**src/rtl/box_packer.sv**
```systemverilog
// Box packer: groups finished bottles into boxes, runs a timed seal and
// waits for the conveyor to swap in an empty box. Holds the filler meanwhile.
module box_packer #(
    parameter int MAX_PER_BOX = 12,
    parameter int SEAL_CYCLES = 3,
    parameter int MAX_BOXES   = 999,
    parameter int BOX_W       = 10
) (
    input  logic             clk_N,
    input  logic             rst,
    input  logic             power,
    input  logic [3:0]       per_box,
    input  logic             bottle_done,
    input  logic             box_ready,
    output logic [3:0]       in_box,
    output logic [BOX_W-1:0] box_count,
    output logic             seal,
    output logic             hold,
    output logic             err
);
    localparam int TW = (SEAL_CYCLES > 1) ? $clog2(SEAL_CYCLES) : 1;

    typedef enum logic [2:0] {IDLE, CHECK, FILL, SEAL, SWAP} state_t;

    state_t           state_q, state_d;
    logic [3:0]       in_box_q, in_box_d;
    logic [3:0]       limit_q, limit_d;
    logic [BOX_W-1:0] box_count_q, box_count_d;
    logic [TW-1:0]    timer_q, timer_d;
    logic             err_q, err_d;

    logic cfg_bad, last_bottle;
    assign cfg_bad     = (per_box == 4'd0) || (per_box > 4'(MAX_PER_BOX));
    assign last_bottle = bottle_done && (in_box_q == limit_q - 4'd1);

    always_ff @(posedge clk_N) begin
        if (rst) begin
            state_q     <= IDLE;
            in_box_q    <= '0;
            limit_q     <= '0;
            box_count_q <= '0;
            timer_q     <= '0;
            err_q       <= 1'b0;
        end else begin
            state_q     <= state_d;
            in_box_q    <= in_box_d;
            limit_q     <= limit_d;
            box_count_q <= box_count_d;
            timer_q     <= timer_d;
            err_q       <= err_d;
        end
    end

    always_comb begin
        state_d = state_q;
        if (!power) begin
            state_d = IDLE;
        end else begin
            case (state_q)
                IDLE:    state_d = CHECK;
                CHECK:   if (!cfg_bad) state_d = FILL;
                FILL:    if (last_bottle) state_d = SEAL;
                SEAL:    if (timer_q == '0) state_d = SWAP;
                SWAP:    if (box_ready) state_d = FILL;
                default: state_d = IDLE;
            endcase
        end
    end

    // Datapath next-state; power loss discards any partial box but keeps totals.
    always_comb begin
        in_box_d    = in_box_q;
        limit_d     = limit_q;
        box_count_d = box_count_q;
        timer_d     = timer_q;
        err_d       = err_q;
        if (!power) begin
            in_box_d = '0;
            err_d    = 1'b0;
        end else begin
            case (state_q)
                CHECK: begin
                    limit_d = per_box;
                    err_d   = cfg_bad;
                end
                FILL: begin
                    if (bottle_done) in_box_d = in_box_q + 4'd1;
                    if (last_bottle) timer_d = TW'(SEAL_CYCLES - 1);
                end
                SEAL: begin
                    if (timer_q != '0) timer_d = timer_q - TW'(1);
                    if (bottle_done) err_d = 1'b1;
                end
                SWAP: begin
                    if (bottle_done) err_d = 1'b1;
                    if (box_ready) begin
                        in_box_d    = '0;
                        box_count_d = (box_count_q == BOX_W'(MAX_BOXES)) ? '0
                                                                         : box_count_q + BOX_W'(1);
                    end
                end
                default: ;
            endcase
        end
    end

    always_comb begin
        in_box    = in_box_q;
        box_count = box_count_q;
        err       = err_q;
        seal      = (state_q == SEAL);
        hold      = (state_q == SEAL) || (state_q == SWAP);
    end
endmodule

```
**config.mk**
```make
export PLATFORM = sky130hd
export DESIGN_NAME = box_packer
export DESIGN_NICKNAME = d
export VERILOG_FILES = /design/src/rtl/box_packer.sv
export SDC_FILE = /design/constraint.sdc
export NUM_CORES = 1
export LEC_CHECK = 0
export ABC_AREA = 1
export CORE_MARGIN = 5
export CORE_UTILIZATION = 51
export DETAILED_ROUTE_END_ITERATION = 10
export PLACE_DENSITY_LB_ADDON = 0.12
export SLEW_MARGIN = 20
export SYNTH_ARGS = -nofsm -noshare
export SYNTH_HDL_FRONTEND = slang
export SYNTH_SLANG_ARGS = --single-unit
```
**constraint.sdc**
```tcl
create_clock -name clk_N -period 1.8 [get_ports clk_N]
set_input_delay 0.36 -clock clk_N [delete_from_list [all_inputs] [get_ports clk_N]]
set_output_delay 0.36 -clock clk_N [all_outputs]
set_load 0.1 [all_outputs]
```
Word-level counts from Yosys, hierarchy flattened

Cells that the tools add are included.

Logic and storage cells: 57
Output and inout port bits: 17
Register bits after elaboration: 24
Bits of input ports: 9

Multiplexer cells: 14
Bitwise gates (word level): 1
Magnitude comparators: 1
Reductions and logical operators: 18
Add/subtract/negate cells: 4
Equal/unequal tests: 13

Operators with widths:

| cell                                                  | count |
|---|---|
| one-hot mux 3 bit (5 select lines)                    | 1 |
| 2-to-1 mux 3 bit                                      | 4 |
| adder 10 x 1 -> 10 bit, second input constant         | 1 |
| equality test 10 bit, second input constant           | 1 |
| 2-to-1 mux 10 bit                                     | 1 |
| 2-to-1 mux 4 bit                                      | 2 |
| inequality test 2 bit, second input constant          | 4 |
| one-hot mux 4 bit (2 select lines)                    | 1 |
| AND reduction 4 bit                                   | 2 |
| nonzero test 2 bit                                    | 4 |
| equality test 3 x 2 -> 1 bit, second input constant   | 2 |
| inequality test 2 x 1 -> 1 bit, second input constant | 3 |
| AND reduction 3 bit                                   | 2 |
| adder 4 x 1 -> 4 bit, second input constant           | 1 |
| equality test 4 bit                                   | 1 |
| greater-than comparator 4 bit, second input constant  | 1 |
| logical NOT 4 bit                                     | 1 |
| 2-to-1 mux 2 bit                                      | 2 |
| one-hot mux 2 bit (2 select lines)                    | 1 |
| AND reduction 2 bit                                   | 2 |
| OR reduction 2 bit                                    | 2 |
| subtractor 4 x 1 -> 4 bit, second input constant      | 1 |
| equality test 3 x 1 -> 1 bit, second input constant   | 1 |
| equality test 3 bit, second input constant            | 1 |
| other kinds (8)                                       | 9 |

Longest topological paths before layout

Word-level depth: 5
Mapped depth: 13
Gate-level depth less buffers: 13

Least setup slack after synthesis

No wires, ideal clock.

Path type: flip-flop to flip-flop
Start: register box_count_q[1], in the netlist box_count[1]
End: register box_count_q[7], in the netlist box_count[7]
Arrival time: 2060 ps
Slack: -376 ps
Period minus slack after synthesis: 2176 ps
Stages on the path, launching flop included: 9
Required time: 1685 ps
Buffers on the path: 0
Setup time: 115 ps
Path through: dfxtp_1 -> ha_1 -> nand2_1 -> inv_1 -> nand4_1 -> o21ai_4 -> inv_1 -> nand2_1 -> nor2_2

Word-level cells in the longest chain between the ends: 2
Elaborated cells on any way between the ends: 3
Those cells by class: add/sub (1); eq/ne (1); mux (1)

Ends and longest elaborated chain:

| what                                                                  | RTL line | text |
|---|---|---|
| start, declared                                                       | 28       | `logic [BOX_W-1:0] box_count_q, box_count_d;` |
| start signal, assigned                                                | 48       | `box_count_q <= box_count_d;` |
| adder 10 x 1 -> 10 bit / equality test 10 bit (equally long branches) | 99, 98   |  |
| 2-to-1 mux 10 bit (*)                                                 | 98       | `box_count_d = (box_count_q == BOX_W'(MAX_BOXES)) ? '0` |

Every way passes the cells marked *; elsewhere a longest branch is shown, timed or not.
A chain may end at the register's enable or synchronous reset.

Final worst setup path

Start: register state_q[2]
End: output port seal

Word-level cells in the longest chain between the ends: 1

Ends and longest elaborated chain:

| what                         | RTL line | text |
|---|---|---|
| start, declared              | 25       | `state_t state_q, state_d;` |
| start signal, assigned       | 45       | `state_q <= state_d;` |
| equality test 3 x 2 -> 1 bit | 111      | `seal = (state_q == SEAL);` |
| end, declared                | 17       | `output logic seal,` |

Every way passes these cells.

==> results.md <==
* Outcome: finished clean
* RSZ-0062 raised after global routing: no
* Worst-path clk slew at 130 ps
* Syn. warnings at 0
* Critical path class: reg -> out
* GPL Wtd Cong at 0.855
* Clk_lat worst skew at 300 ps
* Die H at 61.7 µm
* Total gr overflow at 0
* Worst-margin pin slew at 383 ps
* Final nets at 251
* DRC Markers at 0
* Starting Density at 0.541
* Pwr dens at 505 nW/µm²
* Data arrival time of the worst path at 1340 ps
* Initial antenna violation count at 0
* HP Class: reg -> reg
* Mapped Area at 1360 µm²
* Clock sinks at 24
* Post-synth ARST share at 0
* First drt pass iteration count at 4
* Post-synth EDFFs at 0
* Commonest cells post-synth: nand2_1, inv_1, nor2_1
* Leakage at 0.770 nW
* Yosys cell types at 25
* Crit-path max FO at 5
* Slew margin rel. at 0.743
* FMAX at 590 MHz
* I/O pin count at 26
* Routed WL at 2940 µm
* Synth top area share at 0.352
* First-iteration detailed-routing DRC count at 96
* Predominant post-synthesis flop cell: dfxtp_1
* Die area at 3810 µm²
* Layout cells sized above 1 at 0.208
* DPL Wire Length at 2370 µm
* Max VDD drop at 0.415 mV
* Reg2reg start: limit_q[0]
* Slowest CP cell: dfxtp_2
* Clock buffer depth at 2
* Post-Layout Cell Count at 266
* I/O Buffers at 25
* Num CTS Buffers at 3
* Worst Setup Start Kind: flip-flop
* Syn-to-layout area delta at 36.8%
* Average wire per standard cell at 11.1 µm
* Syn nets at 221
* H-Tree Depth at 1
* Fin crit share at 0.942
* Slew Viols, Final at 0
* Mean Syn Cell Area at 6.56 µm²
* Skew final at 3.88 ps
* Reg2Reg Depth at 12
* Post-synthesis sequential area ratio at 0.352
* Largest net degree at the start of global routing at 13
* Hold Crit Depth at 2
* Worst Min Path Start: timer_q[1]
* Post-route ant nets at 0
* Worst EP required at 1440 ps
* DIE WIDTH at 61.7 µm
* Hold Fails Final Rpt at 0
* Max_cap viols at 0
* Dominant cell type by area after synthesis: dfxtp_1
* Worst path cell trace: inv_1 -> nand3_1 -> inv_1 -> buf_12
* Core box area at 2520 µm²
* First-pass GRT wire length at 5080 µm
* Vias per std cell at 5.12
* Yosys reg bits at 24
* Setup tns final at 0 ps
* Rows at 18
* R2R Setup Slk at 230 ps
* CP endpoint kind: output port
* Clock Tree Root: clkbuf_4
* Number of global-route vias before repair at 1272
* Largest cells by area after synthesis: dfxtp_1, nand2_1, inv_1, nor2_1, a21oi_1
* Most used cell, CP: inv_1
* Via count at 1362
* Cells after synthesis at 208
* Hold-critical path endpoint: timer_q[1]
* Place WS at 91.1 ps
* Most numerous cell in the Yosys netlist: nand2_1
* Setup-failing EPs final at 0
* Minimum clock period at 1700 ps
* Worst flop-to-flop path endpoint: state_q[2]
* Placed Cells at 263
* Worst path max stage delay at 370 ps
* Total GRT Usage at 0.175
* Ant diodes at 0
* TritonCTS clock tree: yes
* PnR worst setup slack at 104 ps
* Hold slack at 476 ps
==> report_power, final <==
group | total [mW] | switching (mW) | leakage, nW | internal (mW)
Sequential | 0.554 | 0.0113 | 0.202 | 0.543
Combinational | 0.158 | 0.0956 | 0.554 | 0.0621
Clock | 0.230 | 0.152 | 0.0138 | 0.0780
==> metrics by stage <==
step	util	instance area, µm²	power, mW
2_1_floorplan	-	1380	0.667
3_3_place_gp	0.729	1840	0.718
3_5_place_dp	0.729	1840	0.721
4_1_cts	0.738	1860	0.948
5_1_grt	0.740	1870	0.998
6_report	0.740	1870	0.942
==> metal layers <==
layer,vias to the layer above,global-route usage,part of all wire
li1,721,-,-
met1,605,0.215,0.44
met2,34,0.308,0.50
met3,2,0.0269,0.049
met4,0,0.0606,0.0065
met5,-,0,0
==> flip-flops by register name (all words and copies together), names as in the netlist <==
register	flops
box_count	10
err	1
in_box	4
limit_q	4
state_q	3
timer_q	2
==> worst max-delay path: cells and delay by family, from the launching register on <==
| family | cells | cell delay [ps] |
|---|---|---|
| buffers and inverters | 3 | 500 |
| flip-flops | 1 | 370 |
| AND/OR/NAND/NOR | 1 | 150 |
==> timing repair <==
action | CTS | global route
resized for setup | 0 | 3
setup endpoints to repair | 0 | 3
hold buffers | 0 | 0
buffers inserted | 0 | 0
==> worst max-delay path by stage <==
stage,from,endpoint,slack (ps),depth (start not counted)
finish,state_q[2],seal,100,4
global route,state_q[2],seal,20,4
CTS,state_q[0],seal,40,3
detailed placement,per_box[0],state_q[2],90,9
global placement,box_ready,box_count[9],100,6
floorplan,box_count[4],box_count[8],8,6
==> cell type report <==
cell class	count	area, µm²
Clock buffer	3	22.5
Sequential cell	24	499
Timing Repair Buffer	25	420
Inverter	34	128
Multi-Input combinational cell	150	758
Fill cell	203	657
Tap cell	30	37.5
==> cell usage in the layout, fill, tap and decap left out, drive strengths merged <==
cell type,count
nand4,3
a211oi,1
clkdlybuf4s50,8
nor4,1
buf,17
a21oi,18
a21o,1
nor3b,1
xor2,2
o21ai,6
o21bai,1
xnor2,1
nor3,7
nand2,56
nor2,33
o22ai,1
nand3,14
dfxtp,24
ha,4
inv,34
clkbuf,3
==> kinds of logic (layout without fill, tap and decap cells) <==
family | after synthesis | in the layout | share of synthesized area
compound gates | 28 | 28 | 0.117
fa+ha+maj | 4 | 4 | 0.0367
flops | 24 | 24 | 0.352
xor+xnor | 3 | 3 | 0.0193
buf+inv | 34 | 62 | 0.0936
simple gates | 115 | 115 | 0.381
(Power assumes the default switching activity.)
